--- config.mk ---
export PLATFORM = sky130hd
export DESIGN_NAME = kf_seq_ctrl
export DESIGN_NICKNAME = d
export VERILOG_FILES = /design/src/rtl/kf_seq_ctrl.sv
export SDC_FILE = /design/constraint.sdc
export NUM_CORES = 1
export LEC_CHECK = 0
export ABC_AREA = 1
export CAP_MARGIN = 20
export CORE_ASPECT_RATIO = 0.5
export CORE_MARGIN = 8
export CORE_UTILIZATION = 60
export CTS_BUF_LIST = sky130_fd_sc_hd__clkbuf_4 sky130_fd_sc_hd__clkbuf_8
export DETAILED_ROUTE_END_ITERATION = 10
export GPL_ROUTABILITY_DRIVEN = 0
export GPL_TIMING_DRIVEN = 0
export MAX_ROUTING_LAYER = met4
export PLACE_DENSITY = 0.84
export REMOVE_ABC_BUFFERS = 1
export SYNTH_ARGS = -nofsm -noshare
export SYNTH_HDL_FRONTEND = slang
export SYNTH_SLANG_ARGS = --single-unit
--- constraint.sdc ---
create_clock -name clk -period 5.6 [get_ports clk]
set_input_delay 0.56 -clock clk [delete_from_list [all_inputs] [get_ports clk]]
set_output_delay 0.56 -clock clk [all_outputs]
set_load 0.005 [all_outputs]
--- src/rtl/kf_seq_ctrl.sv ---
// Stage sequencer for the Kalman filter datapath: walks INIT..SCO, counts iterations,
// watches each wait state with a watchdog and reports timeouts through ERR.
module kf_seq_ctrl #(
    parameter int unsigned ITER_W = 8,
    parameter int unsigned TO_W   = 16
) (
    input  logic              clk,
    input  logic              rst_n,
    input  logic              start,
    input  logic              abort,
    input  logic [ITER_W-1:0] iter_limit,
    input  logic [TO_W-1:0]   timeout_cycles,
    input  logic              init_valid,
    input  logic              sp_done,
    input  logic              ckg_done,
    input  logic              mdi_valid,
    input  logic              scu_done_s,
    input  logic              scu_done_p,
    input  logic              sco_valid,
    input  logic              end_valid,
    output logic              en_init,
    output logic              en_sp,
    output logic              en_ckg,
    output logic              en_mdi,
    output logic              en_scu,
    output logic              en_sco,
    output logic              busy,
    output logic              finish,
    output logic              error,
    output logic [2:0]        err_stage,
    output logic [ITER_W-1:0] iter_count
);

    // Stage states carry their err_stage code in the low three bits.
    typedef enum logic [3:0] {
        StIdle = 4'd0,
        StInit = 4'd1,
        StSp   = 4'd2,
        StCkg  = 4'd3,
        StMdi  = 4'd4,
        StScu  = 4'd5,
        StSco  = 4'd6,
        StDone = 4'd7,
        StErr  = 4'd8
    } state_e;

    state_e            state_q, state_d;
    logic [3:0]        state_raw;
    logic              start_q;
    logic              start_edge;
    logic [ITER_W-1:0] limit_q;
    logic [ITER_W-1:0] iter_d;
    logic [ITER_W-1:0] iter_inc;
    logic [TO_W-1:0]   tmo_q;
    logic [TO_W-1:0]   wd_q, wd_d;
    logic              scu_s_q, scu_s_d;
    logic              scu_p_q, scu_p_d;
    logic [2:0]        err_d;
    logic              in_wait;
    logic              adv;
    logic              to_hit;
    logic              state_chg;

    always_comb begin
        state_raw  = state_q;
        start_edge = start & ~start_q;
        in_wait    = (state_q >= StInit) && (state_q <= StSco);
        to_hit     = in_wait && (tmo_q != '0) && (wd_q == tmo_q - TO_W'(1));
        iter_inc   = (iter_count == '1) ? iter_count : iter_count + ITER_W'(1);

        state_d = state_q;
        iter_d  = iter_count;
        err_d   = err_stage;
        adv     = 1'b0;

        case (state_q)
            StIdle: begin
                if (start_edge) begin
                    state_d = StInit;
                    iter_d  = '0;
                end
            end
            StInit: begin
                if (init_valid) begin
                    adv     = 1'b1;
                    state_d = StSp;
                end
            end
            StSp: begin
                if (sp_done) begin
                    adv     = 1'b1;
                    state_d = StCkg;
                end
            end
            StCkg: begin
                if (ckg_done) begin
                    adv     = 1'b1;
                    state_d = StMdi;
                end
            end
            StMdi: begin
                if (mdi_valid) begin
                    adv     = 1'b1;
                    state_d = StScu;
                end
            end
            StScu: begin
                if ((scu_done_s | scu_s_q) && (scu_done_p | scu_p_q)) begin
                    adv     = 1'b1;
                    state_d = StSco;
                end
            end
            StSco: begin
                if (end_valid) begin
                    adv     = 1'b1;
                    state_d = StDone;
                end else if (sco_valid) begin
                    adv     = 1'b1;
                    iter_d  = iter_inc;
                    state_d = ((limit_q != '0) && (iter_inc == limit_q)) ? StDone : StSp;
                end
            end
            StDone: state_d = StIdle;
            default: ;
        endcase

        // A done on the timeout cycle still wins.
        if (to_hit && !adv) begin
            state_d = StErr;
            err_d   = state_raw[2:0];
        end

        if (abort && (state_q != StIdle)) begin
            state_d = StIdle;
            iter_d  = iter_count;
            err_d   = '0;
        end

        state_chg = (state_d != state_q);
        wd_d      = (state_chg || !in_wait || (tmo_q == '0)) ? '0 : wd_q + TO_W'(1);
        scu_s_d   = !state_chg && (scu_s_q || ((state_q == StScu) && scu_done_s));
        scu_p_d   = !state_chg && (scu_p_q || ((state_q == StScu) && scu_done_p));
    end

    always_ff @(posedge clk or negedge rst_n) begin
        if (!rst_n) begin
            state_q    <= StIdle;
            start_q    <= 1'b0;
            limit_q    <= '0;
            tmo_q      <= '0;
            wd_q       <= '0;
            scu_s_q    <= 1'b0;
            scu_p_q    <= 1'b0;
            iter_count <= '0;
            err_stage  <= '0;
            en_init    <= 1'b0;
            en_sp      <= 1'b0;
            en_ckg     <= 1'b0;
            en_mdi     <= 1'b0;
            en_scu     <= 1'b0;
            en_sco     <= 1'b0;
            busy       <= 1'b0;
            finish     <= 1'b0;
            error      <= 1'b0;
        end else begin
            state_q    <= state_d;
            start_q    <= start;
            wd_q       <= wd_d;
            scu_s_q    <= scu_s_d;
            scu_p_q    <= scu_p_d;
            iter_count <= iter_d;
            err_stage  <= err_d;
            if ((state_q == StIdle) && start_edge) begin
                limit_q <= iter_limit;
                tmo_q   <= timeout_cycles;
            end
            // Outputs are registered from the next state so they line up with state_q.
            en_init <= (state_d == StInit);
            en_sp   <= (state_d == StSp);
            en_ckg  <= (state_d == StCkg);
            en_mdi  <= (state_d == StMdi);
            en_scu  <= (state_d == StScu);
            en_sco  <= (state_d == StSco);
            busy    <= (state_d >= StInit) && (state_d <= StSco);
            finish  <= (state_d == StDone);
            error   <= (state_d == StErr);
        end
    end

endmodule

# == Word level (Yosys, flattened, before mapping) ==
# Cells that the tools add are included.
# totals
regBits,67
latch_bits,0
ram_bits,0
rom_bits,0
in_bits,36
output_inout_bits,20
wordCells,108
memories,0
# op_classes
n_addsub,3
mul,0
div_mod_pow,0
n_lt_le_gt_ge,4
eq_ne,22
shifts,0
muxes,28
bitwise_logic,5
n_reduce_logical,28
# ops
op,n
$mux W4,10
$eq A4 B3 Y1 const B,8
$mux W8,4
$pmux W4 S8,1
$add A16 B1 Y16 const B,1
$eq A16 B16 Y1,1
$eq A4 B2 Y1 const B,4
$logic_not A16 Y1,1
$mux W16,1
$pmux W8 S2,1
$reduce_bool A16 Y1,1
$sub A16 B1 Y16 const B,1
$logic_and A1 B1 Y1,13
$mux W3,3
$add A8 B1 Y8 const B,1
$eq A4 B1 Y1 const B,2
$eq A8 B8 Y1,1
$eq A8 B8 Y1 const B,1
$ge A4 B1 Y1 const B,2
$le A4 B3 Y1 const B,2
$reduce_bool A8 Y1,1
$mux W1,7
$ne A2 B2 Y1 const B,3
$pmux W1 S6,1
other kinds (11),19

# == Longest topological paths before layout ==
# Gate-level depths: netlist (run 1).
# logic_depth
word_depth,14
mapped_depth,21

# == Worst setup path before layout (run 1) ==
# No wires, ideal clock.
# synth_timing
path_type,reg-to-reg
startpoint,reg iter_count[0]
endpoint,reg wd_q[13]
setup_ns,0.124
t_arrival_ns,2.156
required_time_ns,5.476
slack_ns,3.320
path_stages_with_launch,21
path_buffers,2
path_cell_list,dfrtp_1 -> ha_1 -> nand2_1 -> nor2_4 -> nand2_2 -> buf_6 -> nand2_2 -> nand3_1 -> nand2_1 -> nand2_1 -> nor2_1 -> nand3_1 -> nand2_1 -> nand2_1 -> nand2_1 -> nand2_2 -> nor2_2 -> nor2_4 -> nand3_4 -> buf_12 -> nor2_4
# synth_between
elab_chain_cells,14
# synth_lines
item,line,rtl
"start, declared",31,output logic [ITER_W-1:0] iter_count
"start signal, assigned",171,iter_count <= iter_d;
$add A8 B1 Y8 / $eq A8 B8 Y1 (equally long branches),69,iter_inc = (iter_count == '1) ? iter_count : iter_count + ITER_W'(1);
$mux W8 (*),69,
$eq A8 B8 Y1 (*),120,state_d = ((limit_q != '0) && (iter_inc == limit_q)) ? StDone : StSp;
$logic_and A1 B1 Y1 (*),120,
$mux W3 (*),120,
$mux W4 (*),117,end else if (sco_valid) begin
$mux W4 (*),114,if (end_valid) begin
$pmux W4 S8 (*),76,case (state_q)
$mux W4 (*),128,if (to_hit && !adv) begin
$mux W4 (*),133,if (abort && (state_q != StIdle)) begin
$ne A4 B4 Y1 (*),139,state_chg = (state_d != state_q);
$logic_or A1 B1 Y1 (*) (2 in a row),140,wd_d = (state_chg || !in_wait || (tmo_q == '0)) ? '0 : wd_q + TO_W'(1);
$mux W16 (*),140,
net wd_d[13],55,"logic [TO_W-1:0] wd_q, wd_d;"
"end signal, assigned",168,wd_q <= wd_d;
"end, declared",55,
# The timed path passes the listed nets; every way through them passes the cells marked *.
# A chain may end at the register's enable or synchronous reset.

# == Worst setup path after layout (run 1) ==
# layout_timing
startpoint,reg state_q[0]
endpoint,reg wd_q[3]
# layout_between
elab_chain_cells,11
# layout_lines
item,line,rtl
"start, declared",47,"state_e state_q, state_d;"
"start signal, assigned",147,state_q <= StIdle;
"start signal, assigned",166,state_q <= state_d;
$ge A4 B1 Y1 / $le A4 B3 Y1 (equally long branches),67,in_wait = (state_q >= StInit) && (state_q <= StSco);
$logic_and A1 B1 Y1,67,
$logic_and A1 B1 Y1 (2 in a row),68,to_hit = in_wait && (tmo_q != '0) && (wd_q == tmo_q - TO_W'(1));
$logic_and A1 B1 Y1,128,
$mux W4,128,
$mux W4,133,
$ne A4 B4 Y1,139,
$logic_or A1 B1 Y1 (*) (2 in a row),140,
$mux W16 (*),140,
net wd_d[3],55,
# Marked as above.

==> impl_metrics.json, run 1 <==
{
  "syn_area_per_cell_um2": 7.77,
  "slew_headroom_pct": 33.4,
  "register_area_um2": 1680,
  "antenna_found_initial": 0,
  "wl_um": 9540,
  "syn_inst": 540,
  "finalCritPeriodShare_pct": 57.5,
  "hp-class": "input pin to asynchronous set/reset pin",
  "cts_resized": 0,
  "cts_root_buf": "clkbuf_8",
  "syn_area_um2": 4200,
  "cts_buffers": 9,
  "utilization_pct": 74.6,
  "dp.cells": 677,
  "grt_pass1_wl_um": 16400,
  "num_rows": 21,
  "worstPathCellList": "inv_1 -> nand2_1 -> nor2_1 -> o21ai_0 -> nand2_1 -> nor3_1 -> nand3_1 -> nor2_4 -> nand2_4 -> nand2_2 -> nor2_2 -> nand2_4 -> nand2_1 -> nand2_1 -> inv_2 -> nand3_4 -> nor2_1",
  "wl_per_cell_um": 13.8,
  "p_leak_uw": 0.00232,
  "critPathRequiredTime_ns": 5.86,
  "cts_tree": "built",
  "synth-edff-count": 0,
  "h-tree-depth": 3,
  "yosys-top-cells-area": "dfrtp_1 (40%), nand2_1 (11%), nor2_1 (6.9%)",
  "die_h_um": 75.1,
  "grt_usage_pct": 21.0,
  "crit_type": "register to register",
  "cts_hold_buffers": 0,
  "overflow": 0,
  "synth_flop_cell": "dfrtp_1",
  "die_w_um": 134,
  "grt_max_degree": 68,
  "worstSetupStartpointType": "register",
  "start_util_pct": 62.4,
  "final_layout_size_suffix_gt1_share_pct": 13.5,
  "synth_top_area_share_pct": 39.9,
  "layout_min_cycle_time_ns": 3.22,
  "postCtsSetupBuffers": 0,
  "drt_iter0_markers": 266,
  "rsz0062_at_grt": "false",
  "firstDrtPassIters": 5,
  "status": "finished, final reports clean",
  "multi_input_area_um2": 2210,
  "ios": 56,
  "finalSetupViolCount": 0,
  "finalHoldViolCount": 0,
  "clk-insertion-delay-late_ns": 0.35,
  "synth_top_cell_by_area": "dfrtp_1",
  "tns_ns": 0,
  "insertedDiodeCount": 0,
  "critPathCaptureType": "register",
  "synth_warnings": 0,
  "drc_errors": 0,
  "dpl_worst_slack_ns": 2.42,
  "yosysSeqAreaShare_pct": 39.9,
  "synth-seq-cells": 67,
  "cp_data_arrival_time_ns": 3.48,
  "async_flop_share_pct": 100,
  "die_area_um2": 10100,
  "fin_skew_ns": 0.0132,
  "cpLargestDelayFamily": "simple AND/OR/NAND/NOR gates",
  "area_growth_pct": 19.6,
  "crit_buf_inv": 2,
  "nets": 636,
  "cts.sink_count": 67,
  "cp_common_cell": "nand2_1",
  "cap_violations": 0,
  "clk_pin_slew_worst_paths_ns": 0.08,
  "timing.final.max_slew_violations": 0,
  "worst_pin_slew_ns": 0.999,
  "grt_pass1_vias": 3633,
  "coreArea_um2": 6730,
  "antenna_left": 0,
  "cp_max_fo": 16,
  "critPathSlowestCell": "nor2_1",
  "peakVddDrop_mv": 0.224,
  "fill_cells": 536,
  "timing.final.ws_setup_ns": 2.38,
  "cp_slowest_stage_delay_ns": 0.60,
  "num_vias": 3697,
  "ys_types": 41,
  "place_hpwl_um": 7100,
  "fin_cells": 693,
  "viasPerCell": 5.33,
  "max_freq_mhz": 310,
  "clock_path_buffers": 2,
  "portBuffers": 55,
  "powerDensity_nw_per_um2": 392
}
[worst paths after layout]
path / start / end / slack, ns / cells after the start
max: state_q[0] / wd_q[3] / 2.38 / 17
min: rst_n / wd_q[2] / 0.31 / 1
max reg2reg: state_q[0] / wd_q[3] / 2.38 / 17
min reg2reg: err_stage[1] / err_stage[1] / 0.50 / 2
max in group asynchronous: rst_n / en_sp / 4.72 / 1
min in group clk: err_stage[1] / err_stage[1] / 0.50 / 2
[report_power, final]
part           total [uW]  switching (uW)  internal (uW)  leakage, uW
Clock                 426             185            240     0.000108
Combinational         818             495            323      0.00135
Sequential            726             129            597     0.000862
[final cells by class]
cell class	count	area share, %
inverter	61	4.56
clock inverter	4	0.947
timing repair buffer	57	11.5
sequential	67	33.4
clock buffer	12	3.29
multi-input combinational	400	44.0
tap	92	2.29
[kinds of logic (layout without fill, tap and decap cells)]
group                      count (synthesis)  after routing  share of synthesized area [%]
xor gates and xnor gates                  31             31                           6.47
adders and majority gates                  4              4                           1.19
DFF                                       67             67                           39.9
buffers and inverters                     73            134                           7.42
and+or+nand+nor                          307            307                           35.7
AOI/OAI and AO/OA                         47             47                           6.35
muxes                                     11             11                           2.95
[through the flow]
| stage | instance area (um2) | total power [uW] | hold slack [ns] |
|---|---|---|---|
| 3_3_place_gp | 4780 | 1510 | 0.483 |
| 6_report | 5020 | 1970 | 0.307 |
| 5_1_grt | 5020 | 2110 | 0.372 |
| 4_1_cts | 5020 | 1980 | 0.334 |
| 2_1_floorplan | 4120 | 1310 | 0.264 |
| 3_5_place_dp | 4810 | 1540 | 0.492 |
[synth_stat cells (2+ instances only)]
library cell	number
nand2_1	122
nor2_1	77
dfrtp_1	67
inv_1	54
nand3_1	43
a21oi_1	21
xor2_1	19
nor2_4	16
o21ai_0	14
xnor2_1	12
mux2_2	11
nand2_2	11
nand4_1	9
clkbuf_1	6
inv_2	6
nor2_2	6
nor3_1	6
ha_1	4
nand3b_1	4
o31ai_1	4
buf_2	2
buf_6	2
nand2_4	2
nor3_2	2
o211ai_1	2
o21ai_2	2
o22ai_1	2
[worst register-to-register path, delay by kind of cell (launching register included)]
kind | cells | cell delay [ns]
compound gates | 1 | 0.24
buf+inv | 2 | 0.27
flops | 1 | 0.48
simple gates | 14 | 2.15
[state kept, by name, indices dropped and copies added, names as in the netlist, 3 cells and up]
| name | cells |
|---|---|
| err_stage | 3 |
| iter_count | 8 |
| limit_q | 8 |
| state_q | 4 |
| tmo_q | 16 |
| wd_q | 16 |
[layer usage]
metal | global-route usage [%] | wire length (um)
met1 | 23.5 | 4010
met2 | 35.2 | 4700
met3 | 5.53 | 612
met4 | 10.4 | 220
met5 | - | 0
[cell usage in the layout (no fill, tap or decap), types with 6 or more instances in the layout]
cell type | netlist | layout
a21oi_1 | 21 | 21
clkbuf_8 | 0 | 12
clkdlybuf4s50_1 | 0 | 54
dfrtp_1 | 67 | 67
inv_1 | 54 | 54
inv_2 | 6 | 6
mux2_2 | 11 | 11
nand2_1 | 122 | 122
nand2_2 | 11 | 11
nand3_1 | 43 | 43
nand4_1 | 9 | 9
nor2_1 | 77 | 77
nor2_2 | 6 | 6
nor2_4 | 16 | 16
nor3_1 | 6 | 6
o21ai_0 | 14 | 14
xnor2_1 | 12 | 12
xor2_1 | 19 | 19
(Power assumes the default switching activity.)
==> run 2, diff against run 1 <==
--- a/config.mk
+++ b/config.mk
@@ -9,13 +9,13 @@
 export CAP_MARGIN = 20
 export CORE_ASPECT_RATIO = 0.5
 export CORE_MARGIN = 8
-export CORE_UTILIZATION = 60
+export CORE_UTILIZATION = 52
 export CTS_BUF_LIST = sky130_fd_sc_hd__clkbuf_4 sky130_fd_sc_hd__clkbuf_8
 export DETAILED_ROUTE_END_ITERATION = 10
 export GPL_ROUTABILITY_DRIVEN = 0
 export GPL_TIMING_DRIVEN = 0
 export MAX_ROUTING_LAYER = met4
-export PLACE_DENSITY = 0.84
+export PLACE_DENSITY = 0.77
 export REMOVE_ABC_BUFFERS = 1
 export SYNTH_ARGS = -nofsm -noshare
 export SYNTH_HDL_FRONTEND = slang
==> constraint.sdc (replaced) <==
create_clock -name clk -period 2.87 [get_ports clk]
set_input_delay 0.287 -clock clk [delete_from_list [all_inputs] [get_ports clk]]
set_output_delay 0.287 -clock clk [all_outputs]
set_load 0.005 [all_outputs]
==> run 2 against run 1 <==
Worst setup slack worse by 2.1 ns. Non-clock buffer count rose by 2. Worst hold slack lost 0.27 ns. Sequential share of layout area down 0.30 points. Combinational power grew 100%. Routed wire length is 0.49% lower. Via count down 1.2%. Final cell count is 3.2% higher. Flip-flop and latch count is the same. Largest cell class unchanged.
==> impl_metrics.json, run 2 (synthesis gave the netlist of run 1 again) <==
{
  "num_rows": 23,
  "dp.cells": 697,
  "cts_tree": "built",
  "wl_per_cell_um": 13.3,
  "antenna_found_initial": 0,
  "grt_pass1_wl_um": 16000,
  "final_common_cell": "nand2_1",
  "clk-insertion-delay-late_ns": 0.36,
  "area_growth_pct": 20.7,
  "portBuffers": 55,
  "antenna_left": 0,
  "finalSetupViolCount": 0,
  "cp_common_cell": "nor2_4",
  "drc_errors": 0,
  "firstDrtPassIters": 4,
  "worstPathCellList": "inv_1 -> nand2_1 -> nor2_4 -> o21ai_0 -> nand2_1 -> nor3_1 -> nand3_1 -> nor2_4 -> nand2_4 -> nand2_2 -> nor2_2 -> nand2_2 -> nor2_2 -> nor2_4 -> nand3_4 -> buf_12 -> nor2_1",
  "finalCritPeriodShare_pct": 92.0,
  "p_leak_uw": 0.00234,
  "cts.sink_count": 67,
  "layout_min_cycle_time_ns": 2.64,
  "worstSetupStartpointType": "register",
  "ios": 56,
  "tns_ns": 0,
  "start_util_pct": 53.0,
  "cp_slowest_stage_delay_ns": 0.47,
  "critPathCaptureType": "register",
  "fin_skew_ns": 0.0100,
  "slew_headroom_pct": 41.9,
  "max_freq_mhz": 379,
  "cts_hold_buffers": 0,
  "status": "finished, final reports clean",
  "grt_pass1_vias": 3652,
  "h-tree-depth": 3,
  "worst_pin_slew_ns": 0.872,
  "wl_um": 9490,
  "grt_max_degree": 68,
  "finalHoldViolCount": 0,
  "critPathRequiredTime_ns": 3.12,
  "num_vias": 3653,
  "coreArea_um2": 7910,
  "place_hpwl_um": 7040,
  "die_w_um": 143,
  "final_cell_mix": "nand2_1 (122), nor2_1 (76), dfrtp_1 (67)",
  "die_area_um2": 11400,
  "critPathSlowestCell": "dfrtp_1",
  "peakVddDrop_mv": 0.346,
  "viasPerCell": 5.11,
  "clock_path_buffers": 2,
  "die_h_um": 79.5,
  "clk_pin_slew_worst_paths_ns": 0.07,
  "cp_data_arrival_time_ns": 2.89,
  "overflow": 0,
  "final_layout_size_suffix_gt1_share_pct": 14.1,
  "cp_max_fo": 16,
  "cts_root_buf": "clkbuf_8",
  "powerDensity_nw_per_um2": 755,
  "nets": 638,
  "hp-class": "input pin to asynchronous set/reset pin",
  "cts_buffers": 9,
  "fin_cells": 715,
  "crit_type": "register to register",
  "top_regs": "tmo_q: 16 flops, wd_q: 16 flops",
  "utilization_pct": 64.0,
  "insertedDiodeCount": 0,
  "timing.final.max_slew_violations": 0,
  "grt_usage_pct": 18.1,
  "drt_iter0_markers": 167,
  "cap_violations": 0,
  "rsz0062_at_grt": "false"
}
[run 2: final timing paths]
| path | startpoint | end | slack [ns] | depth (start not counted) |
|---|---|---|---|---|
| worst max-delay path | state_q[0] | wd_q[0] | 0.23 | 17 |
| worst min-delay path | rst_n | wd_q[4] | 0.03 | 1 |
| worst max register to register | state_q[0] | wd_q[0] | 0.23 | 17 |
| worst min register to register | err_stage[2] | err_stage[2] | 0.49 | 2 |
| max in group asynchronous | rst_n | iter_count[6] | 2.25 | 1 |
| min in group clk | start | start_q | 0.42 | 1 |
[run 2: critical path: cells and delay by family (launching register included)]
kind | cells | cell delay [ns]
flops | 1 | 0.47
simple gates | 14 | 1.50
compound gates | 1 | 0.16
buf+inv | 2 | 0.39
[run 2: per-stage QoR]
step	hold slack (ns)	power, uW	cell area (um2)	setup slack (ns)
global route	0.109	4120	5070	0.0104
global placement	0.486	2950	4810	-1.23
finish	0.0331	3830	5070	0.231
CTS	0.0662	3800	5040	0.0377
floorplan	-0.00859	2560	4120	-0.0405
detailed placement	0.455	3010	4830	-0.247
[run 2: area by class of cell]
cell class / instances / area (um2)
timing repair buffer: 59 / 606
multi-input combinational: 400 / 2230
clock buffer: 15 / 181
tap: 112 / 140
inverter: 61 / 229
sequential: 67 / 1680
fill: 673 / 2850
clock inverter: 1 / 7.51
[run 2: power breakdown]
group / internal (uW) / switching [uW]
logic: 677 / 977
registers: 1160 / 251
clock network: 400 / 356
[run 2: per-layer routing]
layer	up-vias	track usage [%]	wire, um
met5	-	-	0
li1	1837	-	-
met3	13	4.71	482
met1	1732	20.1	4150
met4	0	7.05	139
met2	71	30.9	4720
[run 2: what timing repair did]
| action | 4_1_cts | 5_1_grt |
|---|---|---|
| gates resized for setup | 3 | 1 |
| setup buffers | 1 | 1 |
| pin swaps | 1 | 0 |
| setup endpoints to repair | 28 | 16 |
==> run 3, diff against run 2 <==
--- a/config.mk
+++ b/config.mk
@@ -9,14 +9,13 @@
 export CAP_MARGIN = 20
 export CORE_ASPECT_RATIO = 0.5
 export CORE_MARGIN = 8
-export CORE_UTILIZATION = 52
+export CORE_UTILIZATION = 45
 export CTS_BUF_LIST = sky130_fd_sc_hd__clkbuf_4 sky130_fd_sc_hd__clkbuf_8
 export DETAILED_ROUTE_END_ITERATION = 10
 export GPL_ROUTABILITY_DRIVEN = 0
 export GPL_TIMING_DRIVEN = 0
 export MAX_ROUTING_LAYER = met4
-export PLACE_DENSITY = 0.77
-export REMOVE_ABC_BUFFERS = 1
+export PLACE_DENSITY = 0.68
 export SYNTH_ARGS = -nofsm -noshare
 export SYNTH_HDL_FRONTEND = slang
 export SYNTH_SLANG_ARGS = --single-unit
==> run 3 against run 2 <==
Worst hold slack better by 0.018 ns. Non-clock buffer count increased by 14. Combinational power grew 9%. Global-route usage down 1.9 points. Critical path depth increased by 2. First-iteration DRC count is 72% higher. Via count is 0.33% higher. Power grew 8.9%. Sequential share of layout area down 0.93 points. Clock skew grew 0.0041 ns. Fmax increased by 0.76%. Largest power group unchanged.
==> impl_metrics.json, run 3 (synthesis gave the netlist of run 1 again) <==
{
  "status": "finished, final reports clean",
  "worstSetupStartpointType": "register",
  "num_vias": 3665,
  "utilization_pct": 56.4,
  "cts.sink_count": 67,
  "top_regs": "tmo_q: 16 flops, wd_q: 16 flops",
  "wl_per_cell_um": 13.3,
  "syn_nets": 580,
  "cp_data_arrival_time_ns": 2.90,
  "die_h_um": 84.3,
  "cp_slowest_stage_delay_ns": 0.41,
  "reg2reg_depth": 19,
  "cap_violations": 0,
  "cp-startpoint": "tmo_q[0]",
  "drt_iter0_markers": 288,
  "max_freq_mhz": 382,
  "tns_ns": 0,
  "timing.final.ws_setup_ns": 0.251,
  "h-tree-depth": 3,
  "place_hpwl_um": 7340,
  "timing.final.max_slew_violations": 0,
  "grt_pass1_vias": 3589,
  "reg2reg_to": "wd_q[14]",
  "reg2reg_from": "tmo_q[0]",
  "cp_common_cell": "nor2_4",
  "grt_max_degree": 68,
  "viasPerCell": 4.97,
  "finalCritPeriodShare_pct": 91.3,
  "ios": 56,
  "r2r_slack_ns": 0.25,
  "grt_pass1_wl_um": 16800,
  "fin_area_um2": 5220,
  "peakVddDrop_mv": 0.417,
  "cp.depth": 19,
  "cpLargestDelayFamily": "simple AND/OR/NAND/NOR gates",
  "clk_pin_slew_worst_paths_ns": 0.07,
  "critPathRequiredTime_ns": 3.15,
  "clk-insertion-delay-late_ns": 0.35,
  "power_uw": 4170,
  "hp-class": "input pin to asynchronous set/reset pin",
  "critPathSlowestCell": "dfrtp_1",
  "num_rows": 25,
  "cp_max_fo": 7,
  "worstPathCellList": "inv_2 -> ha_2 -> nand2_4 -> nor2_8 -> nand3_1 -> nand2_1 -> nor2_1 -> nor2_1 -> nand2_1 -> nor2_4 -> nand2_4 -> nand2_2 -> nor2_2 -> nand2_2 -> nor2_2 -> nor2_4 -> nand3_4 -> clkbuf_16 -> nor2_4",
  "crit_type": "register to register",
  "slew_headroom_pct": 42.9,
  "crit_buf_inv": 2,
  "start_util_pct": 45.3,
  "area_growth_pct": 24.4,
  "final_common_cell": "nand2_1",
  "worst_pin_slew_ns": 0.857,
  "rsz0062_at_grt": "false",
  "antenna_left": 0,
  "critPathCapture": "wd_q[14]",
  "overflow": 0,
  "insertedDiodeCount": 0,
  "dpl_worst_slack_ns": 0.204,
  "wl_um": 9780,
  "cts_root_buf": "clkbuf_8",
  "die_area_um2": 12900,
  "drc_errors": 0,
  "layout_min_cycle_time_ns": 2.62,
  "cts_buffers": 9,
  "final_cell_mix": "nand2_1 (122), nor2_1 (77), dfrtp_1 (65)",
  "portBuffers": 55,
  "clock_path_buffers": 2,
  "cts_tree": "built",
  "powerDensity_nw_per_um2": 799,
  "final_layout_size_suffix_gt1_share_pct": 15.2,
  "die_w_um": 153,
  "coreArea_um2": 9260,
  "grt_usage_pct": 16.2,
  "critPathCaptureType": "register",
  "fin_skew_ns": 0.0141,
  "nets": 652,
  "firstDrtPassIters": 5,
  "p_leak_uw": 0.00240,
  "dpl_cell_area_um2": 4900,
  "finalSetupViolCount": 0,
  "antenna_found_initial": 0,
  "finalHoldViolCount": 0
}
## run 3: changes by cell type in the layout (fill, tap and decap cells not counted), sizes merged
cell,delta
clkbuf,+2
buf,+7
clkinvlp,+2
bufinv,+3
## run 3: metal layers
layer	wire (um)	GRT usage, %	share of wire, %
met1	4790	20.5	49
met2	4410	25.1	45
met3	467	3.89	4.8
met4	112	5.44	1.1
met5	0	-	0
## run 3: worst min path at each step
| stage | endpoint |
|---|---|
| finish | wd_q[13] |
| global route | wd_q[9] |
| CTS | tmo_q[5] |
| detailed placement | wd_q[12] |
| global placement | err_stage[0] |
| floorplan | busy |
## run 3: power breakdown
part           internal (uW)  switching (uW)  leakage (uW)  total, uW
sequential              1160             212      0.000859       1380
combinational            760            1040       0.00143       1800
clock                    600             390      0.000115        990
total                   2520            1640       0.00240       4170
## run 3: area by class of cell
| class | count | area, um2 |
|---|---|---|
| buffer | 12 | 82.6 |
| timing repair buffer | 61 | 611 |
| clock buffer | 10 | 138 |
| sequential | 67 | 1680 |
| tap | 121 | 151 |
| inverter | 61 | 229 |
| fill | 876 | 4040 |
| clock inverter | 6 | 113 |
| multi-input combinational | 400 | 2220 |
## run 3: through the flow
step | instances | hold WS, ns
3_5_place_dp | 716 | 0.459
6_report | 738 | 0.0514
2_1_floorplan | 540 | -0.00859
4_1_cts | 732 | 0.0745
3_3_place_gp | 716 | 0.481
5_1_grt | 738 | 0.119
## run 3: what timing repair did
item / 4_1_cts / 5_1_grt
endpoints found under the setup margin: 0 / 10
hold endpoints to repair: 0 / 0
resized for setup: 0 / 4
hold buffers: 0 / 0
setup buffers: 0 / 5
